--- config.mk ---
export PLATFORM = sky130hd
export DESIGN_NAME = mmio_io_ctrl_flat
export DESIGN_NICKNAME = d
export VERILOG_FILES = /design/src/rtl/mmio_io_ctrl_pkg.sv /design/src/rtl/mmio_io_ctrl_if.sv /design/src/rtl/mmio_io_ctrl_btn_debounce.sv /design/src/rtl/mmio_io_ctrl.sv /design/src/flat_wrapper.sv
export SDC_FILE = /design/constraint.sdc
export NUM_CORES = 1
export LEC_CHECK = 0
export BUFFER_PORTS_ARGS = -buffer_cell sky130_fd_sc_hd__buf_2
export CAP_MARGIN = 20
export CORE_UTILIZATION = 23
export DETAILED_ROUTE_END_ITERATION = 10
export PLACE_DENSITY = 0.5
export SLEW_MARGIN = 30
export SYNTH_ARGS = -nofsm -noshare
export SYNTH_HDL_FRONTEND = slang
export SYNTH_HIERARCHICAL = 1
export SYNTH_SLANG_ARGS = --single-unit
--- constraint.sdc ---
create_clock -name clock -period 2.58 [get_ports clock]
set_input_delay 0.516 -clock clock [delete_from_list [all_inputs] [get_ports clock]]
set_output_delay 0.516 -clock clock [all_outputs]
set_load 0.05 [all_outputs]
--- src/rtl/mmio_io_ctrl_pkg.sv ---
// rtl/mmio_io_ctrl_pkg.sv - register offsets and status codes for the MMIO I/O controller
package mmio_pkg;
  localparam logic [2:0] OFF_EVENT   = 3'd0;
  localparam logic [2:0] OFF_LED     = 3'd1;
  localparam logic [2:0] OFF_SW      = 3'd2;
  localparam logic [2:0] OFF_STATUS  = 3'd3;
  localparam logic [2:0] OFF_LEVEL   = 3'd4;
  localparam logic [2:0] OFF_PENDING = 3'd5;

  localparam logic [1:0] STATUS_WIN  = 2'b01;
  localparam logic [1:0] STATUS_LOSS = 2'b10;
endpackage

--- src/rtl/mmio_io_ctrl_if.sv ---
// rtl/mmio_io_ctrl_if.sv - processor data-port bus into the MMIO I/O controller
interface mmio_io_ctrl_if;
  logic [31:0] addr;
  logic        wr_en;
  logic        rd_en;
  logic [31:0] wr_data;
  logic [31:0] rd_data;
  logic        hit;

  modport master (output addr, output wr_en, output rd_en, output wr_data,
                  input rd_data, input hit);
  modport slave  (input addr, input wr_en, input rd_en, input wr_data,
                  output rd_data, output hit);
endinterface

--- src/rtl/mmio_io_ctrl_btn_debounce.sv ---
// rtl/mmio_io_ctrl_btn_debounce.sv - per-button 2-flop synchroniser, debounce counter and rise pulse
module btn_debounce #(
  parameter int DB_CYCLES = 250000
) (
  input  logic clock,
  input  logic reset,
  input  logic btn_in,
  output logic level,
  output logic rise
);
  // DB_CYCLES=1 would give a zero-width counter; keep one bit so LAST=0 accepts at once.
  localparam int CW = (DB_CYCLES > 1) ? $clog2(DB_CYCLES) : 1;
  localparam logic [CW-1:0] LAST = CW'(DB_CYCLES - 1);

  logic          sync_1;
  logic          sync_2;
  logic [CW-1:0] cnt;
  logic          accept;

  // The toggle edge and the rise pulse coincide so pending sets together with the level.
  assign accept = (sync_2 != level) && (cnt == LAST);
  assign rise   = accept && !level;

  // Synchronise, then count consecutive cycles that disagree with the accepted level.
  always_ff @(posedge clock or negedge reset) begin
    if (!reset) begin
      sync_1 <= 1'b0;
      sync_2 <= 1'b0;
      level  <= 1'b0;
      cnt    <= '0;
    end else begin
      sync_1 <= btn_in;
      sync_2 <= sync_1;
      if (sync_2 == level) begin
        cnt <= '0;
      end else if (accept) begin
        level <= ~level;
        cnt   <= '0;
      end else begin
        cnt <= cnt + CW'(1);
      end
    end
  end
endmodule

--- src/rtl/mmio_io_ctrl.sv ---
// rtl/mmio_io_ctrl.sv - MMIO decode, LED/status registers, button event capture and irq
module mmio_io_ctrl
  import mmio_pkg::*;
#(
  parameter int BASE_ADDR = 4096,
  parameter int NUM_BTN   = 4,
  parameter int SW_W      = 16,
  parameter int LED_W     = 16,
  parameter int STAT_W    = 2,
  parameter int DB_CYCLES = 250000
) (
  input  logic               clock,
  input  logic               reset,
  mmio_io_ctrl_if.slave      bus,
  input  logic [NUM_BTN-1:0] btn_in,
  input  logic [SW_W-1:0]    sw_in,
  output logic [LED_W-1:0]   led,
  output logic [STAT_W-1:0]  status,
  output logic               irq
);
  localparam int CODE_W = $clog2(NUM_BTN + 1);

  logic [31:0]        off_full;
  logic [2:0]         off;
  logic               hit_i;
  logic [NUM_BTN-1:0] level;
  logic [NUM_BTN-1:0] rise;
  logic [NUM_BTN-1:0] pending;
  logic [NUM_BTN-1:0] lowest;
  logic [NUM_BTN-1:0] clr;
  logic [CODE_W-1:0]  code;
  logic [SW_W-1:0]    sw_s1;
  logic [SW_W-1:0]    sw_s2;
  logic [31:0]        rd_mux;
  logic               unused_wr;

  // Unsigned wrap makes addresses below BASE_ADDR land far out of range.
  assign off_full  = bus.addr - 32'(BASE_ADDR);
  assign hit_i     = off_full < 32'd6;
  assign off       = off_full[2:0];
  assign bus.hit   = hit_i;
  assign unused_wr = ^bus.wr_data;

  for (genvar g = 0; g < NUM_BTN; g++) begin : g_btn
    btn_debounce #(.DB_CYCLES(DB_CYCLES)) u_db (
      .clock  (clock),
      .reset  (reset),
      .btn_in (btn_in[g]),
      .level  (level[g]),
      .rise   (rise[g])
    );
  end

  // Lowest-index pending button: its 1-based code and the one-hot bit an EVENT read clears.
  always_comb begin
    code   = '0;
    lowest = '0;
    for (int i = NUM_BTN - 1; i >= 0; i--) begin
      if (pending[i]) begin
        code      = CODE_W'(i + 1);
        lowest    = '0;
        lowest[i] = 1'b1;
      end
    end
  end

  assign clr = (bus.rd_en && hit_i && off == OFF_EVENT) ? lowest : '0;

  // Read mux; unused upper bits and misses return zero.
  always_comb begin
    rd_mux = '0;
    if (hit_i) begin
      case (off)
        OFF_EVENT:   rd_mux[CODE_W-1:0]  = code;
        OFF_LED:     rd_mux[LED_W-1:0]   = led;
        OFF_SW:      rd_mux[SW_W-1:0]    = sw_s2;
        OFF_STATUS:  rd_mux[STAT_W-1:0]  = status;
        OFF_LEVEL:   rd_mux[NUM_BTN-1:0] = level;
        OFF_PENDING: rd_mux[NUM_BTN-1:0] = pending;
        default:     rd_mux = '0;
      endcase
    end
  end

  assign bus.rd_data = rd_mux;

  // Register stores, switch sync, sticky pending (a new rise beats the clear) and irq.
  always_ff @(posedge clock or negedge reset) begin
    if (!reset) begin
      led     <= '0;
      status  <= '0;
      pending <= '0;
      irq     <= 1'b0;
      sw_s1   <= '0;
      sw_s2   <= '0;
    end else begin
      if (bus.wr_en && hit_i && off == OFF_LED)    led    <= bus.wr_data[LED_W-1:0];
      if (bus.wr_en && hit_i && off == OFF_STATUS) status <= bus.wr_data[STAT_W-1:0];
      pending <= (pending & ~clr) | rise;
      irq     <= |pending;
      sw_s1   <= sw_in;
      sw_s2   <= sw_s1;
    end
  end
endmodule

--- src/flat_wrapper.sv ---
// flat-port wrapper written by rule: the top's interface ports become plain ports
module mmio_io_ctrl_flat import mmio_pkg::*;
#(
  parameter int BASE_ADDR = 4096,
  parameter int NUM_BTN   = 4,
  parameter int SW_W      = 16,
  parameter int LED_W     = 16,
  parameter int STAT_W    = 2,
  parameter int DB_CYCLES = 250000
)
  (clock, reset, btn_in, sw_in, led, status, irq, bus_addr, bus_wr_en, bus_rd_en, bus_wr_data, bus_rd_data, bus_hit);
  mmio_io_ctrl_if bus_i ();
  input  logic clock;
  input  logic reset;
  input  logic [NUM_BTN-1:0] btn_in;
  input  logic [SW_W-1:0] sw_in;
  output logic [LED_W-1:0] led;
  output logic [STAT_W-1:0] status;
  output logic irq;
  input wire logic [$bits(bus_i.addr)-1:0] bus_addr;
  input wire logic [$bits(bus_i.wr_en)-1:0] bus_wr_en;
  input wire logic [$bits(bus_i.rd_en)-1:0] bus_rd_en;
  input wire logic [$bits(bus_i.wr_data)-1:0] bus_wr_data;
  output wire logic [$bits(bus_i.rd_data)-1:0] bus_rd_data;
  output wire logic [$bits(bus_i.hit)-1:0] bus_hit;
  assign bus_i.addr = bus_addr;
  assign bus_i.wr_en = bus_wr_en;
  assign bus_i.rd_en = bus_rd_en;
  assign bus_i.wr_data = bus_wr_data;
  assign bus_rd_data = bus_i.rd_data;
  assign bus_hit = bus_i.hit;
  mmio_io_ctrl #(.BASE_ADDR(BASE_ADDR), .NUM_BTN(NUM_BTN), .SW_W(SW_W), .LED_W(LED_W), .STAT_W(STAT_W), .DB_CYCLES(DB_CYCLES)) u_core (.clock(clock), .reset(reset), .bus(bus_i), .btn_in(btn_in), .sw_in(sw_in), .led(led), .status(status), .irq(irq));
endmodule
==> metrics.md, run 1 <==
| Metric | Value |
|---|---|
| Status | completed |
| Compound-Gate Fraction of Synth Area | 0.0426 |
| Detailed Route WL | 14700 µm |
| Layout cells sized above 1 | 0.303 |
| Largest family of logic cells by synthesized area | simple AND/OR/NAND/NOR gates |
| Count of state elements after synthesis | 139 |
| RSZ-0062 raised after global routing | yes |
| Crit start category | input port |
| Final core utilization | 0.304 |
| Ports | 140 |
| R2r endpoint | u_core/g_btn[3].u_db/cnt[15]$_DFF_PN0_ |
| Tot GR Track Use | 0.109 |
| HPWL after DPL | 10500 µm |
| DR pass1 iterations | 4 |
| Arr. time, crit path | 2.03 ns |
| Later-pin clock latency in the skew report | 0.42 ns |
| Routed WL per cell | 13.4 µm |
| CTS Buf Count | 17 |
| Reg-to-reg setup timing slack | 0.69 ns |
| Ys flop type | dfrtp_1 |
| Setup bufs post-CTS | 0 |
| Row cnt | 60 |
| Clock transition at the registers of the reported paths | 0.07 ns |
| Cell family with most CP delay | simple AND/OR/NAND/NOR gates |
| Critical path buffers and inverters | 3 |
| EDFF count, synth | 0 |
| Worst setup EP type | primary output |
| Placed cell count | 1069 |
| CTS Buffer Depth | 2 |
| Pwr Density | 606 nW/µm² |
| Vias in the first global route | 4703 |
| Sink Count | 139 |
| Final Hold Violating Endpoints | 0 |
| Vias | 4661 |
| Yosys synthesis warning count | 6 |
| Die area | 28500 µm² |
| Initial DRC Count | 315 |
| H-tree depth | 4 |
| Diode count | 0 |
| Starting density of the core | 0.236 |
| Vias/cell | 4.23 |
| Simple-Gate Fraction of Synth Area | 0.223 |
| Worst EP required | 2.06 ns |
| Mapped Avg Cell Area | 11.0 µm² |
| Max Fclk | 0.394 GHz |
| Pwr Total | 4.99 mW |
| Fillers | 2798 |
| Setup Crit Path Kind | input port to primary output |
| Antenna Nets Post-Route | 0 |
| Port Buffer Count | 107 |
| CORE AREA | 27100 µm² |
| Cell count after synthesis | 583 |
| Synth Area in Adders | 0.00782 |
| Area growth syn-to-layout | 28.7% |
| Critical path peak fanout | 12 |
| Overflow after GRT | 0 |
| Async S/R FF share, synth | 1.00 |
| Rel. slew slack | 0.591 |
| Nets@finish | 808 |
| Count of different cell masters after synthesis | 48 |
| Register area share after synthesis | 0.544 |
| Mux contribution to synthesized area | 0.0540 |
| Crit-path cells | buf_2, nor4_4, nand4_2, or4_4, buf_12, nor2_2, buf_6 |
| Tightest Hold Check Type | input port to async pin |
| Min Tclk post-route | 2.54 ns |
| Gp weighted congestion | 0.752 |
| Die height | 169 µm |
| Clk root buf | clkbuf_16 |
| Final std cells w/o fill | 1101 |
| Final number of max-transition violations | 0 |
| Layout Skew | 0.0130 ns |
| Worst vdd ir | 0.000382 V |
| Initial antenna violation count | 0 |
| Maxcap violations | 0 |
| RR Startpoint | u_core/g_btn[3].u_db/cnt[10]$_DFF_PN0_ |
| Worst slew pin tran | 0.614 ns |
| Maximum number of pins on one net before global-route repair | 62 |
| Slowest stage delay, CP | 0.52 ns |
| Slowest stage cell, crit path | or4_4 |
| CTS tree | done |
| DRC | 0 |
| Mapped cell area | 6400 µm² |
| XOR/XNOR share of the synthesized area | 0.0890 |
| Reg2Reg Depth | 5 |
| Final period util | 0.985 |
| Die Span X | 169 µm |
| P_leak | 3.54 nW |
| Global-route wire length before repair | 24300 µm |
| Final setup vio count | 0 |
## state kept, by name, indices dropped and copies added, names as in the netlist
register,count
u_core/g_btn.u_db/cnt,72
u_core/led,16
u_core/sw_s1,16
u_core/sw_s2,16
u_core/g_btn.u_db/level,4
u_core/g_btn.u_db/sync_1,4
u_core/g_btn.u_db/sync_2,4
u_core/pending,4
u_core/status,2
u_core/irq,1
## synthesized netlist by cell type (all sizes together) (17+ instances only)
library cell | count | area, µm²
nor4 | 33 | 246
dfrtp | 139 | 3480
inv | 18 | 67.6
mux2 | 22 | 285
xor2 | 17 | 149
buf | 23 | 161
nor2 | 100 | 375
xnor2 | 48 | 420
nand4 | 18 | 179
nand2 | 17 | 63.8
nand3 | 37 | 185
nor3 | 20 | 100
## timing repair
| item | CTS | global route |
|---|---|---|
| endpoints found under the setup margin | 12 | 16 |
| pin swaps | 0 | 2 |
| resized for setup | 20 | 19 |
| hold buffers | 0 | 0 |
## per-layer routing
metal  global-route usage  share of wire  up-vias
met4               0.0332         0.0099        0
met3               0.0355          0.057        9
met1                0.148           0.49     2269
met2                0.164           0.44      103
li1                     -              -     2280
met5                    0              0        -
## logic make-up (layout without fill, tap and decap cells)
| family | count (synthesis) | count (layout) |
|---|---|---|
| xor gates and xnor gates | 65 | 65 |
| buffers and inverters | 46 | 177 |
| muxes | 28 | 28 |
| AOI/OAI and AO/OA | 40 | 40 |
| adders and majority gates | 4 | 4 |
| DFF | 139 | 139 |
| and+or+nand+nor | 260 | 260 |
| other | 1 | 16 |
## metrics by stage
step	setup TNS (ns)	cell area [µm²]	setup slack [ns]	hold slack, ns
2_1_floorplan	-2.37	6490	-0.180	0.220
3_3_place_gp	-1.36	7500	-0.120	0.332
3_5_place_dp	-1.49	7500	-0.134	0.335
4_1_cts	0	8160	0.00242	0.108
5_1_grt	-0.160	8230	-0.0232	0.125
6_report	0	8230	0.0388	0.0878
## worst reg2reg max path: cells and delay by family, from the launching register on
kind / cells / cell delay [ns]
and+or+nand+nor: 3 / 0.70
DFF: 1 / 0.45
AOI/OAI and AO/OA: 1 / 0.37
buffers and inverters: 1 / 0.26
## cell usage in the layout, fill, tap and decap left out, drive strengths merged, types with 2 or more instances in the layout
master	instances
xnor2	48
and3	4
nor3	20
or2	2
inv	29
o21a	2
nor2b	4
mux2i	6
or4	5
ha	4
xor2	17
buf	125
nand3b	2
conb	16
clkbuf	21
a22oi	14
nand2b	3
nor4	33
and4b	4
nand4	18
dfrtp	139
or3	4
a21oi	7
nand3	37
mux2	22
nor4b	5
nor2	100
o21ai	10
nand2	17
## final cells by class
| cell class | count | area [µm²] | area share |
|---|---|---|---|
| clock inverter | 13 | 143 | 0.0173 |
| timing repair buffer | 127 | 812 | 0.0987 |
| tap | 372 | 465 | 0.0566 |
| inverter | 18 | 67.6 | 0.00821 |
| multi-input combinational | 413 | 2810 | 0.342 |
| sequential | 139 | 3480 | 0.423 |
| clock buffer | 19 | 453 | 0.0550 |
## power by group
group / leakage [nW] / total (mW) / switching [mW] / internal, mW
logic: 1.43 / 0.275 / 0.185 / 0.0902
clock network: 0.297 / 2.46 / 1.03 / 1.42
registers: 1.81 / 2.26 / 0.0308 / 2.23
## worst max path at each step
stage	start	to	slack, ns	depth (start not counted)
6_report	bus_addr[3]	bus_rd_data[8]	0.04	7
5_1_grt	bus_addr[27]	bus_rd_data[15]	-0.02	7
3_5_place_dp	bus_addr[10]	bus_rd_data[15]	-0.13	7
2_1_floorplan	bus_addr[27]	bus_rd_data[15]	-0.18	4
4_1_cts	bus_addr[10]	bus_rd_data[4]	0.002	7
3_3_place_gp	bus_addr[10]	bus_rd_data[12]	-0.12	7
No activity file was read; power rests on OpenSTA's default activity.
==> run 2: changes to the inputs <==
--- a/config.mk
+++ b/config.mk
@@ -7,6 +7,7 @@
 export LEC_CHECK = 0
 export BUFFER_PORTS_ARGS = -buffer_cell sky130_fd_sc_hd__buf_2
 export CAP_MARGIN = 20
+export CORE_MARGIN = 2
 export CORE_UTILIZATION = 23
 export DETAILED_ROUTE_END_ITERATION = 10
 export PLACE_DENSITY = 0.5
==> run 2 against run 1 <==
  * Worst setup slack worse by 0.015 ns
  * First-iteration DRC count is 13% lower
  * Cell count is 0.73% higher
  * Clock power is 8% higher
  * Via count is 0.24% higher
  * Final area is 1.2% higher
  * Global-route usage is 0.13 points lower
  * Critical endpoint is now bus_rd_data[9]
  * Highest routed layer unchanged
==> metrics.md, run 2 (same netlist as run 1, synthesis figures left out) <==
| Metric | Value |
|---|---|
| Status | completed |
| Die height | 171 µm |
| Detailed Route WL | 15200 µm |
| CP startpoint | bus_addr[7] |
| Final hold slack | 0.0685 ns |
| Worst vdd ir | 0.000365 V |
| Setup Crit Path Kind | input port to primary output |
| Tightest Hold Check Type | input port to async pin |
| Final std cells w/o fill | 1109 |
| Pwr Total | 5.19 mW |
| Layout Skew | 0.0101 ns |
| Initial antenna violation count | 0 |
| Sink Count | 139 |
| CTS Hold Bufs | 0 |
| Initial DRC Count | 275 |
| H-tree depth | 4 |
| Worst slew pin tran | 0.632 ns |
| CTS Buf Count | 17 |
| HPWL after DPL | 10800 µm |
| Area growth syn-to-layout | 30.3% |
| Crit start category | input port |
| Slowest stage delay, CP | 0.51 ns |
| Layout cells sized above 1 | 0.304 |
| RSZ-0062 raised after global routing | yes |
| Final Hold Violating Endpoints | 0 |
| Clk root buf | clkbuf_16 |
| Commonest non-fill, non-tap cell in the layout | dfrtp_1 |
| Final setup vio count | 0 |
| Maximum number of pins on one net before global-route repair | 64 |
| Worst EP required | 2.06 ns |
| Die Span X | 171 µm |
| Clock transition at the registers of the reported paths | 0.07 ns |
| DR pass1 iterations | 4 |
| CTS tree | done |
| Worst setup EP type | primary output |
| CORE AREA | 27600 µm² |
| Fillers | 2824 |
| Port Buffer Count | 107 |
| Vias/cell | 4.21 |
| Tot GR Track Use | 0.108 |
| Maxcap violations | 0 |
| Critical path buffers and inverters | 3 |
| Arr. time, crit path | 2.04 ns |
| P_leak | 3.58 nW |
| Max reg flops | 72 |
| Diode count | 0 |
| Placed cell count | 1077 |
| RR Startpoint | u_core/g_btn[0].u_db/cnt[10]$_DFF_PN0_ |
| Vias | 4672 |
| Nets@finish | 810 |
| Slowest stage cell, crit path | or4_4 |
| Later-pin clock latency in the skew report | 0.42 ns |
| Most frequent cells in the layout | dfrtp_1, buf_2, nor2_1 |
| Setup TNS | 0 ns |
| Row cnt | 61 |
| Final number of max-transition violations | 0 |
| Routed WL per cell | 13.7 µm |
| Cell family with most CP delay | simple AND/OR/NAND/NOR gates |
| Min Tclk post-route | 2.56 ns |
| Biggest register | u_core/g_btn.u_db/cnt |
| Max Fclk | 0.391 GHz |
| Starting density of the core | 0.232 |
| Antenna Nets Post-Route | 0 |
| Die area | 29200 µm² |
| Worst setup margin | 0.0233 ns |
| CTS Buffer Depth | 2 |
| DRC | 0 |
| Pwr Density | 622 nW/µm² |
| Crit-path cells | buf_2, nor4_2, nand4_2, or4_4, buf_12, nor2_2, buf_6 |
| Gp weighted congestion | 0.786 |
| Vias in the first global route | 4703 |
| Overflow after GRT | 0 |
| Post-Place Worst Slack | -0.103 ns |
| Rel. slew slack | 0.574 |
| Final period util | 0.991 |
| Ports | 140 |
| Critical path peak fanout | 12 |
| Global-route wire length before repair | 24500 µm |
==> run 2: cell count changes in the layout (fill, tap and decap cells not counted), sizes merged <==
cell | previous run | this run
clkbuf | 21 | 18
clkinvlp | 0 | 1
buf | 125 | 128
inv | 29 | 28
bufinv | 1 | 3
==> run 2: per-stage QoR <==
| stage | utilization | area, µm² |
|---|---|---|
| after global placement | 0.274 | 7550 |
| after global routing | 0.302 | 8330 |
| after detailed placement | 0.274 | 7550 |
| after CTS | 0.300 | 8280 |
| final | 0.302 | 8330 |
| after floorplan | - | 6490 |
==> run 2: cell type report <==
cell class / instances / area, µm² / area share
sequential: 139 / 3480 / 0.417
multi-input combinational: 413 / 2820 / 0.338
timing repair buffer: 129 / 855 / 0.103
tap: 378 / 473 / 0.0568
clock buffer: 17 / 425 / 0.0511
clock inverter: 15 / 216 / 0.0260
inverter: 18 / 67.6 / 0.00811
==> run 2: repair_timing <==
| action | 4_1_cts | 5_1_grt |
|---|---|---|
| endpoints found under the setup margin | 14 | 17 |
| gates resized for setup | 22 | 15 |
| buffers inserted | 0 | 0 |
| pin swaps | 1 | 3 |
| hold endpoints to repair | 0 | 0 |
==> run 2: worst paths after layout <==
kind                                                     endpoint  slack [ns]  cells past startpoint
setup / recovery                                   bus_rd_data[9]        0.02                      7
hold / removal                         u_core/led[11]$_DFFE_PN0P_        0.07                      1
setup reg to reg           u_core/g_btn[0].u_db/cnt[11]$_DFF_PN0_        0.61                      5
hold reg to reg                        u_core/sw_s2[15]$_DFF_PN0_        0.34                      0
max in group asynchronous   u_core/g_btn[3].u_db/cnt[0]$_DFF_PN0_        1.78                      2
min in group clock                     u_core/sw_s1[12]$_DFF_PN0_        0.19                      1
==> run 2: report_power, final <==
part / leakage (nW) / switching, mW / internal (mW)
clock network: 0.313 / 1.07 / 1.58
registers: 1.81 / 0.0302 / 2.23
logic: 1.45 / 0.185 / 0.0903
==> run 2: metal layers <==
layer,GRT usage,vias up,routed length (µm)
li1,-,2294,-
met3,0.0261,11,713
met2,0.170,108,7050
met1,0.145,2259,7290
met4,0.0353,0,145
met5,0,-,0
